File: config.mk
export PLATFORM = sky130hd
export DESIGN_NAME = display_scan_receiver
export DESIGN_NICKNAME = d
export VERILOG_FILES = /design/src/rtl/display_scan_receiver_pkg.sv /design/src/rtl/display_scan_receiver_seg7_decoder.sv /design/src/rtl/display_scan_receiver.sv
export SDC_FILE = /design/constraint.sdc
export NUM_CORES = 1
export LEC_CHECK = 0
export CAP_MARGIN = 25
export CORE_ASPECT_RATIO = 0.75
export CORE_MARGIN = 5
export CORE_UTILIZATION = 59
export CTS_CLUSTER_SIZE = 30
export DETAILED_ROUTE_END_ITERATION = 6
export PLACE_DENSITY = 0.95
export SLEW_MARGIN = 5
export SYNTH_ARGS = -nofsm -noshare
export SYNTH_HDL_FRONTEND = slang
export SYNTH_SLANG_ARGS = --single-unit
export TNS_END_PERCENT = 1
File: constraint.sdc
create_clock -name clk_480Hz -period 6.6 [get_ports clk_480Hz]
set_input_delay 0.99 -clock clk_480Hz [delete_from_list [all_inputs] [get_ports clk_480Hz]]
set_output_delay 0.99 -clock clk_480Hz [all_outputs]
set_load 0.02 [all_outputs]
File: src/rtl/display_scan_receiver_pkg.sv
`default_nettype none
// +----------------------------------------------------------------------+
// | Package     : display_scan_receiver_pkg                              |
// | Description : Shared constants for the 7-segment scan receiver:      |
// |               active-low hex segment patterns (seg[6]=a..seg[0]=g),  |
// |               the blank pattern and the FSM state encodings.         |
// | Revision    : 1.0  initial release                                   |
// +----------------------------------------------------------------------+
package display_scan_receiver_pkg;

  // All segments off (active-low cathodes).
  localparam logic [6:0] SEG_BLANK = 7'b1111111;

  // Receiver FSM state encodings.
  localparam logic [0:0] STATE_HUNT     = 1'b0;
  localparam logic [0:0] STATE_ASSEMBLE = 1'b1;

  // Hex nibble to active-low segment pattern; identical to the encoder
  // on the driving side so the decoder is its exact inverse.
  function automatic logic [6:0] hex_to_seg(input logic [3:0] nib);
    logic [6:0] pat;
    case (nib)
      4'h0:    pat = 7'b0000001;
      4'h1:    pat = 7'b1001111;
      4'h2:    pat = 7'b0010010;
      4'h3:    pat = 7'b0000110;
      4'h4:    pat = 7'b1001100;
      4'h5:    pat = 7'b0100100;
      4'h6:    pat = 7'b0100000;
      4'h7:    pat = 7'b0001111;
      4'h8:    pat = 7'b0000000;
      4'h9:    pat = 7'b0000100;
      4'hA:    pat = 7'b0001000;
      4'hB:    pat = 7'b1100000;
      4'hC:    pat = 7'b0110001;
      4'hD:    pat = 7'b1000010;
      4'hE:    pat = 7'b0110000;
      default: pat = 7'b0111000;
    endcase
    return pat;
  endfunction

endpackage
`default_nettype wire

File: src/rtl/display_scan_receiver_seg7_decoder.sv
`default_nettype none
// +----------------------------------------------------------------------+
// | Module      : display_scan_receiver_seg7_decoder                     |
// | Description : Combinational inverse of the hex-to-7-segment encoder. |
// | Revision    : 1.0  initial release                                   |
// | Ports       : seg_i   [6:0] active-low cathode pattern               |
// |               nib_o   [3:0] decoded hex nibble (0 when invalid)      |
// |               valid_o       pattern is a legal hex (or blank) code   |
// +----------------------------------------------------------------------+
module display_scan_receiver_seg7_decoder
  import display_scan_receiver_pkg::*;
#(
  parameter bit ALLOW_BLANK = 1'b0
) (
  input  logic [6:0] seg_i,
  output logic [3:0] nib_o,
  output logic       valid_o
);

  always_comb begin
    nib_o   = 4'h0;
    valid_o = 1'b0;
    for (int i = 0; i < 16; i++) begin
      if (seg_i == hex_to_seg(4'(i))) begin
        nib_o   = 4'(i);
        valid_o = 1'b1;
      end
    end
    // The blank pattern never collides with a hex pattern.
    if (ALLOW_BLANK && (seg_i == SEG_BLANK)) begin
      nib_o   = 4'h0;
      valid_o = 1'b1;
    end
  end

endmodule
`default_nettype wire

File: src/rtl/display_scan_receiver.sv
`default_nettype none
// +----------------------------------------------------------------------+
// | Module      : display_scan_receiver                                  |
// | Description : Monitors a multiplexed 8-digit 7-segment scan bus,     |
// |               checks strobe/code legality and reassembles the shown  |
// |               32-bit word.                                           |
// | Revision    : 1.0  initial release                                   |
// | Ports       : clk_480Hz         scan clock, one digit per edge       |
// |               reset             asynchronous, active-high            |
// |               anode   [7:0]     active-low digit enables             |
// |               seg_sel [2:0]     digit index with the strobe          |
// |               seg     [6:0]     active-low cathodes                  |
// |               data_out[31:0]    last complete frame                  |
// |               frame_valid       pulse when data_out updates          |
// |               locked            frame lock status                    |
// |               strobe_err        pulse on anode/seg_sel violation     |
// |               code_err          pulse on undecodable cathodes        |
// |               err_count[7:0]    saturating error-cycle count         |
// +----------------------------------------------------------------------+
module display_scan_receiver
  import display_scan_receiver_pkg::*;
#(
  parameter bit ALLOW_BLANK = 1'b0,
  parameter bit CHECK_SEL   = 1'b1
) (
  input  logic        clk_480Hz,
  input  logic        reset,
  input  logic [7:0]  anode,
  input  logic [2:0]  seg_sel,
  input  logic [6:0]  seg,
  output logic [31:0] data_out,
  output logic        frame_valid,
  output logic        locked,
  output logic        strobe_err,
  output logic        code_err,
  output logic [7:0]  err_count
);

  // Stage 1: input sample registers.
  logic [7:0] anode_q;
  logic [2:0] seg_sel_q;
  logic [6:0] seg_q;
  // The reset-value sample is not a real observation; without this flag
  // the idle anodes left by reset would be flagged on the first edge.
  logic       primed_q;

  always_ff @(posedge clk_480Hz or posedge reset) begin
    if (reset) begin
      anode_q   <= 8'hFF;
      seg_sel_q <= 3'd0;
      seg_q     <= 7'h7F;
      primed_q  <= 1'b0;
    end else begin
      anode_q   <= anode;
      seg_sel_q <= seg_sel;
      seg_q     <= seg;
      primed_q  <= 1'b1;
    end
  end

  // Stage 2: strobe legality and index extraction.
  logic [7:0] low;
  logic       onehot;
  logic [2:0] idx;
  logic       strobe_ok;
  logic [3:0] nib;
  logic       code_ok;
  logic       good;

  always_comb begin
    low    = ~anode_q;
    onehot = (low != 8'd0) && ((low & (low - 8'd1)) == 8'd0);
    idx    = 3'd0;
    for (int k = 0; k < 8; k++) begin
      if (low[k]) idx = 3'(k);
    end
    strobe_ok = onehot && (!CHECK_SEL || (seg_sel_q == idx));
  end

  display_scan_receiver_seg7_decoder #(
    .ALLOW_BLANK (ALLOW_BLANK)
  ) u_dec (
    .seg_i   (seg_q),
    .nib_o   (nib),
    .valid_o (code_ok)
  );

  assign good = strobe_ok && code_ok;

  // Frame assembly state.
  logic [0:0]  state_q,  state_d;
  logic [2:0]  exp_q,    exp_d;
  logic [31:0] shadow_q, shadow_d;
  logic [31:0] data_q,   data_d;
  logic        fv_q,     fv_d;
  logic        locked_q, locked_d;
  logic        serr_q,   serr_d;
  logic        cerr_q,   cerr_d;
  logic [7:0]  cnt_q,    cnt_d;

  always_comb begin
    state_d  = state_q;
    exp_d    = exp_q;
    shadow_d = shadow_q;
    data_d   = data_q;
    fv_d     = 1'b0;
    locked_d = locked_q;
    serr_d   = 1'b0;
    cerr_d   = 1'b0;
    cnt_d    = cnt_q;
    if (primed_q) begin
      serr_d = !strobe_ok;
      cerr_d = !code_ok;
      if ((serr_d || cerr_d) && (cnt_q != 8'hFF)) cnt_d = cnt_q + 8'd1;

      if (state_q == STATE_HUNT) begin
        if (good && (idx == 3'd0)) begin
          shadow_d[3:0] = nib;
          exp_d         = 3'd1;
          state_d       = STATE_ASSEMBLE;
        end
      end else if (good && (idx == exp_q)) begin
        shadow_d[{exp_q, 2'b00} +: 4] = nib;
        exp_d = exp_q + 3'd1;           // wraps 7 -> 0 at frame end
        if (idx == 3'd7) begin
          data_d   = shadow_d;
          fv_d     = 1'b1;
          locked_d = 1'b1;
        end
      end else begin
        locked_d = 1'b0;
        // A legal digit-0 sample starts a fresh frame without a HUNT cycle.
        if (good && (idx == 3'd0)) begin
          shadow_d[3:0] = nib;
          exp_d         = 3'd1;
        end else begin
          state_d = STATE_HUNT;
          exp_d   = 3'd0;
        end
      end
    end
  end

  always_ff @(posedge clk_480Hz or posedge reset) begin
    if (reset) begin
      state_q  <= STATE_HUNT;
      exp_q    <= 3'd0;
      shadow_q <= 32'd0;
      data_q   <= 32'd0;
      fv_q     <= 1'b0;
      locked_q <= 1'b0;
      serr_q   <= 1'b0;
      cerr_q   <= 1'b0;
      cnt_q    <= 8'd0;
    end else begin
      state_q  <= state_d;
      exp_q    <= exp_d;
      shadow_q <= shadow_d;
      data_q   <= data_d;
      fv_q     <= fv_d;
      locked_q <= locked_d;
      serr_q   <= serr_d;
      cerr_q   <= cerr_d;
      cnt_q    <= cnt_d;
    end
  end

  assign data_out    = data_q;
  assign frame_valid = fv_q;
  assign locked      = locked_q;
  assign strobe_err  = serr_q;
  assign code_err    = cerr_q;
  assign err_count   = cnt_q;

endmodule
`default_nettype wire

## Word-level counts from Yosys, hierarchy flattened

Index checks and enable logic that the tools add are counted.

- Register bits: 99
- Bits in latches: 0
- Memory bits (writable): 0
- Bits in read-only memories: 0
- Input bits: 20
- Output and inout bits: 44
- Word-level logic and storage cells: 118
- Memories kept: 0

- Add/sub/neg operators: 4
- Multiply operators: 0
- Divide/modulo/power cells: 0
- Magnitude comparators: 0
- Equality and inequality tests: 20
- Shift operators: 2
- Mux-type cells: 57
- Bitwise gates (word level): 2
- Reduce and logical (&&, ||, !) cells: 19

Operators by type and width:

| kind | count |
|---|---|
| two-way mux 4 bit | 11 |
| two-way mux 3 bit | 13 |
| == test 7 x 6 -> 1 bit (second input constant) | 5 |
| bitwise mux 32 bit | 1 |
| variable shift 4 x 7 -> 32 bit (first input constant) | 1 |
| variable part select 4 x 7 -> 32 bit | 1 |
| two-way mux 1 bit | 30 |
| == test 7 bit (second input constant) | 4 |
| == test 7 x 3 -> 1 bit (second input constant) | 2 |
| == test 7 x 4 -> 1 bit (second input constant) | 2 |
| adder 8 x 1 -> 8 bit (second input constant) | 1 |
| bitwise AND 8 bit | 1 |
| zero test 8 bit | 1 |
| != test 8 bit (second input constant) | 1 |
| NOT 8 bit | 1 |
| nonzero test 8 bit | 1 |
| subtractor 8 x 1 -> 8 bit (second input constant) | 1 |
| == test 7 x 1 -> 1 bit (second input constant) | 1 |
| == test 7 x 5 -> 1 bit (second input constant) | 1 |
| zero test 7 bit | 1 |
| negation 5 -> 7 bit | 1 |
| == test 3 bit | 2 |
| logical AND 1 bit | 6 |
| AND reduction 3 bit | 2 |
| other kinds (10) | 13 |

## Depth between registers and ports, before layout

Gate-level depths: netlist of the first run.

- Depth after elaboration: 22
- Depth in mapped cells: 9
- Mapped depth without buffers: 9

## Cells and area by module

From an unflattened synthesis of the first run, not the netlist that was laid out.

- Cell total of the unflattened synthesis: 405
- Area, all modules: 4923.5 um^2

By module, submodules not included:

| module | times used | cells each | area each (um^2) | seq. area each (um^2) |
|---|---|---|---|---|
| display_scan_receiver | 1 | 355 | 4608.2 | 2496.1 |
| display_scan_receiver_seg7_decoder | 1 | 50 | 315.3 | 0.0 |

## Least setup slack after synthesis of the first run

OpenSTA, ideal clock, no wires.

- Path type: register to register
- From: reg anode_q[7]
- To: reg data_q[0] (netlist: data_out[0])
- Setup time: 0.125 ns
- Arrival time: 2.403 ns
- Data required time: 6.475 ns
- Slack: 4.073 ns
- Stages on the path, launching flop included: 10
- Buffers on the path: 2
- Period minus slack after synthesis: 2.527 ns
- Cells stage by stage: dfstp_2 buf_4 and2_1 nand4_1 and4b_1 nor3_1 nand4_2 nor2_4 buf_6 mux2_2

- Cells in the longest elaborated chain, start to end: 9
- Elaborated cells between the ends (all ways): 14
- Classes of those cells: add/sub: 1; eq/ne: 3; mux: 1; bitwise: 2; reduce/logical: 7

Ends and longest elaborated chain:

| item | RTL line | source |
|---|---|---|
| start, declared | display_scan_receiver.sv:40 | `logic [7:0] anode_q;` |
| start signal, assigned | display_scan_receiver.sv:54 | `anode_q <= anode;` |
| NOT 8 bit (*) | display_scan_receiver.sv:71 | `low = ~anode_q;` |
| subtractor 8 x 1 -> 8 bit | display_scan_receiver.sv:72 | `onehot = (low != 8'd0) && ((low & (low - 8'd1)) == 8'd0);` |
| bitwise AND 8 bit | display_scan_receiver.sv:72 |  |
| zero test 8 bit | display_scan_receiver.sv:72 |  |
| logical AND 1 bit | display_scan_receiver.sv:72 |  |
| logical AND 1 bit | display_scan_receiver.sv:77 | `strobe_ok = onehot && (!CHECK_SEL \|\| (seg_sel_q == idx));` |
| logical AND 1 bit | display_scan_receiver.sv:88 | `assign good = strobe_ok && code_ok;` |
| logical AND 1 bit | display_scan_receiver.sv:122 | `end else if (good && (idx == exp_q)) begin` |
| AND reduction 4 bit (no line) (*) | -- |  |
| end signal, assigned | display_scan_receiver.sv:159 | `data_q <= data_d;` |
| end, declared | display_scan_receiver.sv:94 | `logic [31:0] data_q, data_d;` |

Every way passes the cells marked *; elsewhere a longest branch is shown, timed or not.
A chain may end at the register's enable or synchronous reset.

## Final worst setup path of the first run

- From: reg anode_q[5]
- To: reg data_q[16] (netlist: data_out[16])

- Cells in the longest elaborated chain, start to end: 9
- Elaborated cells between the ends (all ways): 16
- Classes of those cells: add/sub: 1; eq/ne: 3; mux: 3; bitwise: 2; reduce/logical: 7

Ends and longest elaborated chain:

| item | RTL line |
|---|---|
| NOT 8 bit (*) | display_scan_receiver.sv:71 |
| subtractor 8 x 1 -> 8 bit or two-way mux 3 bit (tied branches) | display_scan_receiver.sv:72, display_scan_receiver.sv:75 |
| bitwise AND 8 bit or two-way mux 3 bit (tied branches) | display_scan_receiver.sv:72, display_scan_receiver.sv:75 |
| zero test 8 bit or two-way mux 3 bit (tied branches) | display_scan_receiver.sv:72, display_scan_receiver.sv:75 |
| logical AND 1 bit or == test 3 bit (tied branches) | display_scan_receiver.sv:72, display_scan_receiver.sv:77 |
| logical AND 1 bit | display_scan_receiver.sv:77 |
| logical AND 1 bit | display_scan_receiver.sv:88 |
| logical AND 1 bit | display_scan_receiver.sv:122 |
| AND reduction 4 bit (no line) (*) | -- |

Marked as above.

==> results_dict.tcl, run 1 <==
set metrics [dict create \
    postCtsHoldBufs 0 \
    drv_slew 0 \
    synth_edf_count 0 \
    grt.overflow.total 0 \
    root_buffer "clkbuf_8" \
    synth-seq-cells 99 \
    via_count 3697 \
    clk_path_buf_depth 2 \
    yosysMostFrequentCell "dfrtp_1" \
    cts_resized 0 \
    hold_path_class "flop to flop" \
    core_sq_um 7950 \
    path_class "flop to flop" \
    cts.sinks 99 \
    slew_headroom_pct 39.6 \
    io_pins 64 \
    hold_viol_final 0 \
    avgSynthCellArea_sq_um 11.1 \
    grt_max_degree 59 \
    post-synth-top-area-fraction_pct 43.2 \
    finalCritPeriodShare_pct 52.0 \
    wl_per_cell_um 18.4 \
    area_growth_pct 18.3 \
    totalPowerFinal_uw 1250 \
    synthAdderAreaFrac_pct 2.21 \
    yosys.area.top_type "dfrtp_1" \
    synth_xor_area_share_pct 1.62 \
    ys_warn_count 0 \
    globalplace.congestion 0.915 \
    synth_compound_area_share_pct 10.8 \
    status "complete, no violations" \
    finClkSkew_ps 13.9 \
    cp_max_fo 32 \
    asyncSetResetFlopFracSynth_pct 100 \
    drtAntennaViolNets 0 \
    synthesis.nets 467 \
    rsz0062_at_grt "no" \
    drive_gt1_share_pct 20.7 \
    synth_cell_types 65 \
    cap_violations 0 \
    vdd_ir_drop_max_mv 0.164 \
    worstMarginPinSlew_ps 905 \
    min_period_ps 3430 \
    io_buffers 63 \
    end_kind "flop" \
    start_kind "flop" \
    drt_pre_antenna_iters 5 \
    stdcell_area_sq_um 5760 \
    grt_usage_pct 23.7 \
    ys_top_cells_by_area "dfrtp_1, mux2_2, dfstp_2" \
    insertion_delay_ps 380 \
    start_util_pct 61.2 \
    grt_pass1_wl_um 18800 \
    tns_ps 0 \
    synth_top_family_by_area "simple AND/OR/NAND/NOR gates" \
    power.leakage_uw 0.00260 \
    drtIter0Drc 268 \
    die_w_um 115 \
    cts.clk_slew.worst_paths_ps 100 \
    synthTopCellsByCount "dfrtp_1, mux2_2, nand2_1, o21ai_0, nor2_1" \
    syn_area_sq_um 4870 \
    fmax_ghz 0.291 \
    post_cts_buffers 0 \
    required_ps 6860 \
    antenna_found_initial 0 \
    die_h_um 88.6 \
    place_hpwl_um 8080 \
    fin_util_pct 72.4 \
    synth-simple-area-share_pct 15.9 \
    power_density_nw_per_um2 217 \
    finalSetupViolCount 0 \
    synthCells 440 \
    diodes 0 \
    nets 529 \
    synthMuxAreaShare_pct 15.5 \
    htreeDepth 3 \
    cts_tree "built" \
    rows 28 \
    fin_cells 612 \
    ys.flop_type "dfrtp_1" \
    die-area_sq_um 10200 \
    numCtsBuffers 9 \
    vias_per_cell 6.04 \
    grt_pass1_vias 3955 \
    wirelength_um 11200 \
    dpl.cell_count 596 \
    drcViolationCount 0 \
    placed_cell_area_sq_um 5550 \
    cp.arrival_ps 3690 \
    ys_seq_area_share_pct 51.3 \
]
logic make-up after synthesis:
| family | after synthesis |
|---|---|
| mux | 67 |
| xor+xnor | 9 |
| compound gates | 77 |
| flops | 99 |
| other cells | 1 |
| simple gates | 153 |
| buf+inv | 25 |
| fa+ha+maj | 9 |
state kept, by name, summed over array words and instances (netlist names), 3 cells and up:
signal	count
exp_q	3
shadow_q	32
seg_q	7
err_count	8
seg_sel_q	3
data_out	32
anode_q	8
where the power goes:
| group | internal, uW | switching [uW] | total, uW |
|---|---|---|---|
| clock | 188 | 214 | 401 |
| combinational | 81.3 | 90.6 | 172 |
| sequential | 638 | 40.1 | 678 |
| total | 907 | 344 | 1250 |
area by class of cell:
cell class	instances	area, sq um
multi-input combinational	316	2240
tap	105	131
timing repair buffer	64	638
inverter	12	46.3
clock inverter	5	60.1
sequential	99	2500
fill	523	2200
clock buffer	11	141
critical path, cell delays in order (launching register included):
cell and delay [ps]:
dfstp_2 620, and2_1 270, nand3_1 110, and4b_1 200
nor3_1 450, nand4_2 420, nor2_4 810, mux2_2 420
metal layers:
metal  GRT usage, %  share of wire [%]  up-vias
met1           30.4                 42     1814
met2           38.7                 49      165
met5              0                  0        -
li1               -                  -     1691
met3           6.49                6.9       27
met4           9.28                1.9        0
cell usage in the layout (no fill, tap or decap), drive strengths merged, types with 3 or more instances in the layout:
cell	count
dfrtp	84
mux2	66
clkdlybuf4s50	63
nand2	54
o21ai	30
nor2	28
dfstp	15
nand3	13
inv	12
clkbuf	11
nor3	10
and2	10
nor2b	9
a21oi	9
ha	7
nand2b	6
xor2	6
and3	5
a31oi	5
o211ai	3
a21o	3
xnor2	3
a31o	3
o2111ai	3
or3	3
nand4	3
clkinv	3
metrics by stage:
| step | hold WS (ps) | setup slack [ps] |
|---|---|---|
| after floorplan | 471 | 3040 |
| after global placement | 473 | 3420 |
| after detailed placement | 486 | 3170 |
| after CTS | 503 | 3160 |
| after global routing | 512 | 2910 |
| final | 507 | 3170 |
final timing paths:
kind	start	cells after the start	slack, ps	endpoint
min reg2reg	data_out[11]	1	510	data_out[11]
max	anode_q[5]	7	3170	data_out[16]
max in group asynchronous	reset	3	4370	err_count[4]
min in group asynchronous	reset	2	1030	shadow_q[29]
max reg2reg	anode_q[5]	7	3170	data_out[16]
min	data_out[11]	1	510	data_out[11]
No activity file was read; power rests on OpenSTA's default activity.
==> run 2: changes to the inputs <==
--- a/config.mk
+++ b/config.mk
@@ -8,10 +8,10 @@
 export CAP_MARGIN = 25
 export CORE_ASPECT_RATIO = 0.75
 export CORE_MARGIN = 5
-export CORE_UTILIZATION = 59
+export CORE_UTILIZATION = 50
 export CTS_CLUSTER_SIZE = 30
 export DETAILED_ROUTE_END_ITERATION = 6
-export PLACE_DENSITY = 0.95
+export PLACE_DENSITY = 0.88
 export SLEW_MARGIN = 5
 export SYNTH_ARGS = -nofsm -noshare
 export SYNTH_HDL_FRONTEND = slang
==> constraint.sdc (replaced) <==
create_clock -name clk_480Hz -period 2.8 [get_ports clk_480Hz]
set_input_delay 0.42 -clock clk_480Hz [delete_from_list [all_inputs] [get_ports clk_480Hz]]
set_output_delay 0.42 -clock clk_480Hz [all_outputs]
set_load 0.02 [all_outputs]
==> results_dict.tcl, run 2 (synthesized netlist as in run 1, its figures left out) <==
set metrics [dict create \
    htreeDepth 3 \
    drtIter0Drc 385 \
    globalplace.congestion 0.920 \
    tns_ps 0 \
    die-area_sq_um 11800 \
    end_kind "flop" \
    final_cell_mix "dfrtp_1, mux2_2, clkdlybuf4s50_1, nand2_1, o21ai_0" \
    hold_path_class "input pin to flop" \
    fin_util_pct 63.3 \
    start_util_pct 50.8 \
    io_buffers 63 \
    finalCritPeriodShare_pct 96.5 \
    start_kind "flop" \
    drive_gt1_share_pct 24.4 \
    rsz0062_at_grt "no" \
    root_buffer "clkbuf_16" \
    wirelength_um 11000 \
    cp.arrival_ps 2940 \
    crit_buf_inv 1 \
    worstMarginPinSlew_ps 681 \
    critPathSlowestCell "dfstp_2" \
    clk_path_buf_depth 2 \
    cts.sinks 99 \
    vdd_ir_drop_max_mv 0.358 \
    area_growth_pct 24.6 \
    path_cells "nand4_1, or3_1, a31oi_4, nand4_2, buf_4, nor2_2, mux2_2" \
    via_count 3718 \
    regArea_sq_um 2500 \
    post_cts_buffers 0 \
    place_hpwl_um 7770 \
    core_sq_um 9580 \
    vias_per_cell 5.73 \
    power.leakage_uw 0.00272 \
    finalSetupViolCount 0 \
    drcViolationCount 0 \
    postCtsHoldBufs 0 \
    fmax_ghz 0.370 \
    die_w_um 124 \
    grt_pass1_wl_um 18200 \
    grt_pass1_vias 3663 \
    cts_tree "built" \
    slowest_delay_ps 670 \
    drtAntennaViolNets 0 \
    cp_max_fo 11 \
    diodes 0 \
    placed_cell_area_sq_um 5690 \
    insertion_delay_ps 350 \
    antenna_found_initial 0 \
    path_class "flop to flop" \
    drt_pre_antenna_iters 5 \
    rows 31 \
    final_common_cell "dfrtp_1" \
    finClkSkew_ps 10.1 \
    fin_ws_ps 98.2 \
    grt_usage_pct 20.0 \
    min_period_ps 2700 \
    required_ps 3030 \
    nets 539 \
    io_pins 64 \
    power_density_nw_per_um2 555 \
    fillers 747 \
    numCtsBuffers 9 \
    status "complete, no violations" \
    die_h_um 95.4 \
    multi_input_area_sq_um 2280 \
    slew_headroom_pct 54.2 \
    cap_violations 0 \
    grt_max_degree 100 \
    cpLargestDelayFamily "simple AND/OR/NAND/NOR gates" \
    grt.overflow.total 0 \
    stdcell_area_sq_um 6060 \
    hold_viol_final 0 \
    cts.clk_slew.worst_paths_ps 70 \
    dp_slack_ps 19.4 \
    drv_slew 0 \
    wl_per_cell_um 17.0 \
]
run 2: path summary, 6_finish.rpt:
check                          endpoint  cells past startpoint  slack (ps)          from
setup / recovery           shadow_q[28]                      7         100    anode_q[7]
hold / removal               anode_q[5]                      1         480      anode[5]
setup reg to reg           shadow_q[28]                      7         100    anode_q[7]
hold reg to reg            err_count[4]                      1         490  err_count[4]
max in group asynchronous      seg_q[1]                      3        1830         reset
min in group asynchronous  seg_sel_q[0]                      3         560         reset
run 2: layout make-up:
cell class,count,share of cell area [%]
Clock inverter,5,1.36
Sequential cell,99,41.2
Tap cell,132,2.72
Timing Repair Buffer,74,12.2
Inverter,12,0.805
Multi-Input combinational cell,316,37.6
Clock buffer,11,4.17
run 2: per-layer routing:
metal  vias to the layer above  GRT usage, %  share of wire, %
met5                         -             0                 0
met4                         0          4.10               1.4
met3                        21          6.58               6.9
met2                       144          31.0                47
met1                      1830          27.6                45
li1                       1723             -                 -
run 2: timing repair:
item	CTS	global route
gates resized for setup	6	6
pin swaps	0	1
endpoints found under the setup margin	22	56
run 2: worst reg2reg max path: cells and delay by family (launching register included):
kind	cells	cell delay (ps)
and+or+nand+nor	4	1030
buffers and inverters	1	230
AOI/OAI and AO/OA	1	290
DFF	1	670
muxes	1	380
run 2: power breakdown:
part           leakage [uW]  switching, uW  internal [uW]
clock network      0.000166            537            835
registers           0.00130           85.6           1500
logic               0.00125            208            195
run 2: through the flow:
step                      hold WS (ps)  std cells  total power, uW
after floorplan                    424        440             1830
after global placement             471        633             2000
after detailed placement           486        633             2020
after CTS                          473        649             3390
after global routing               469        649             3490
final                              480        649             3370
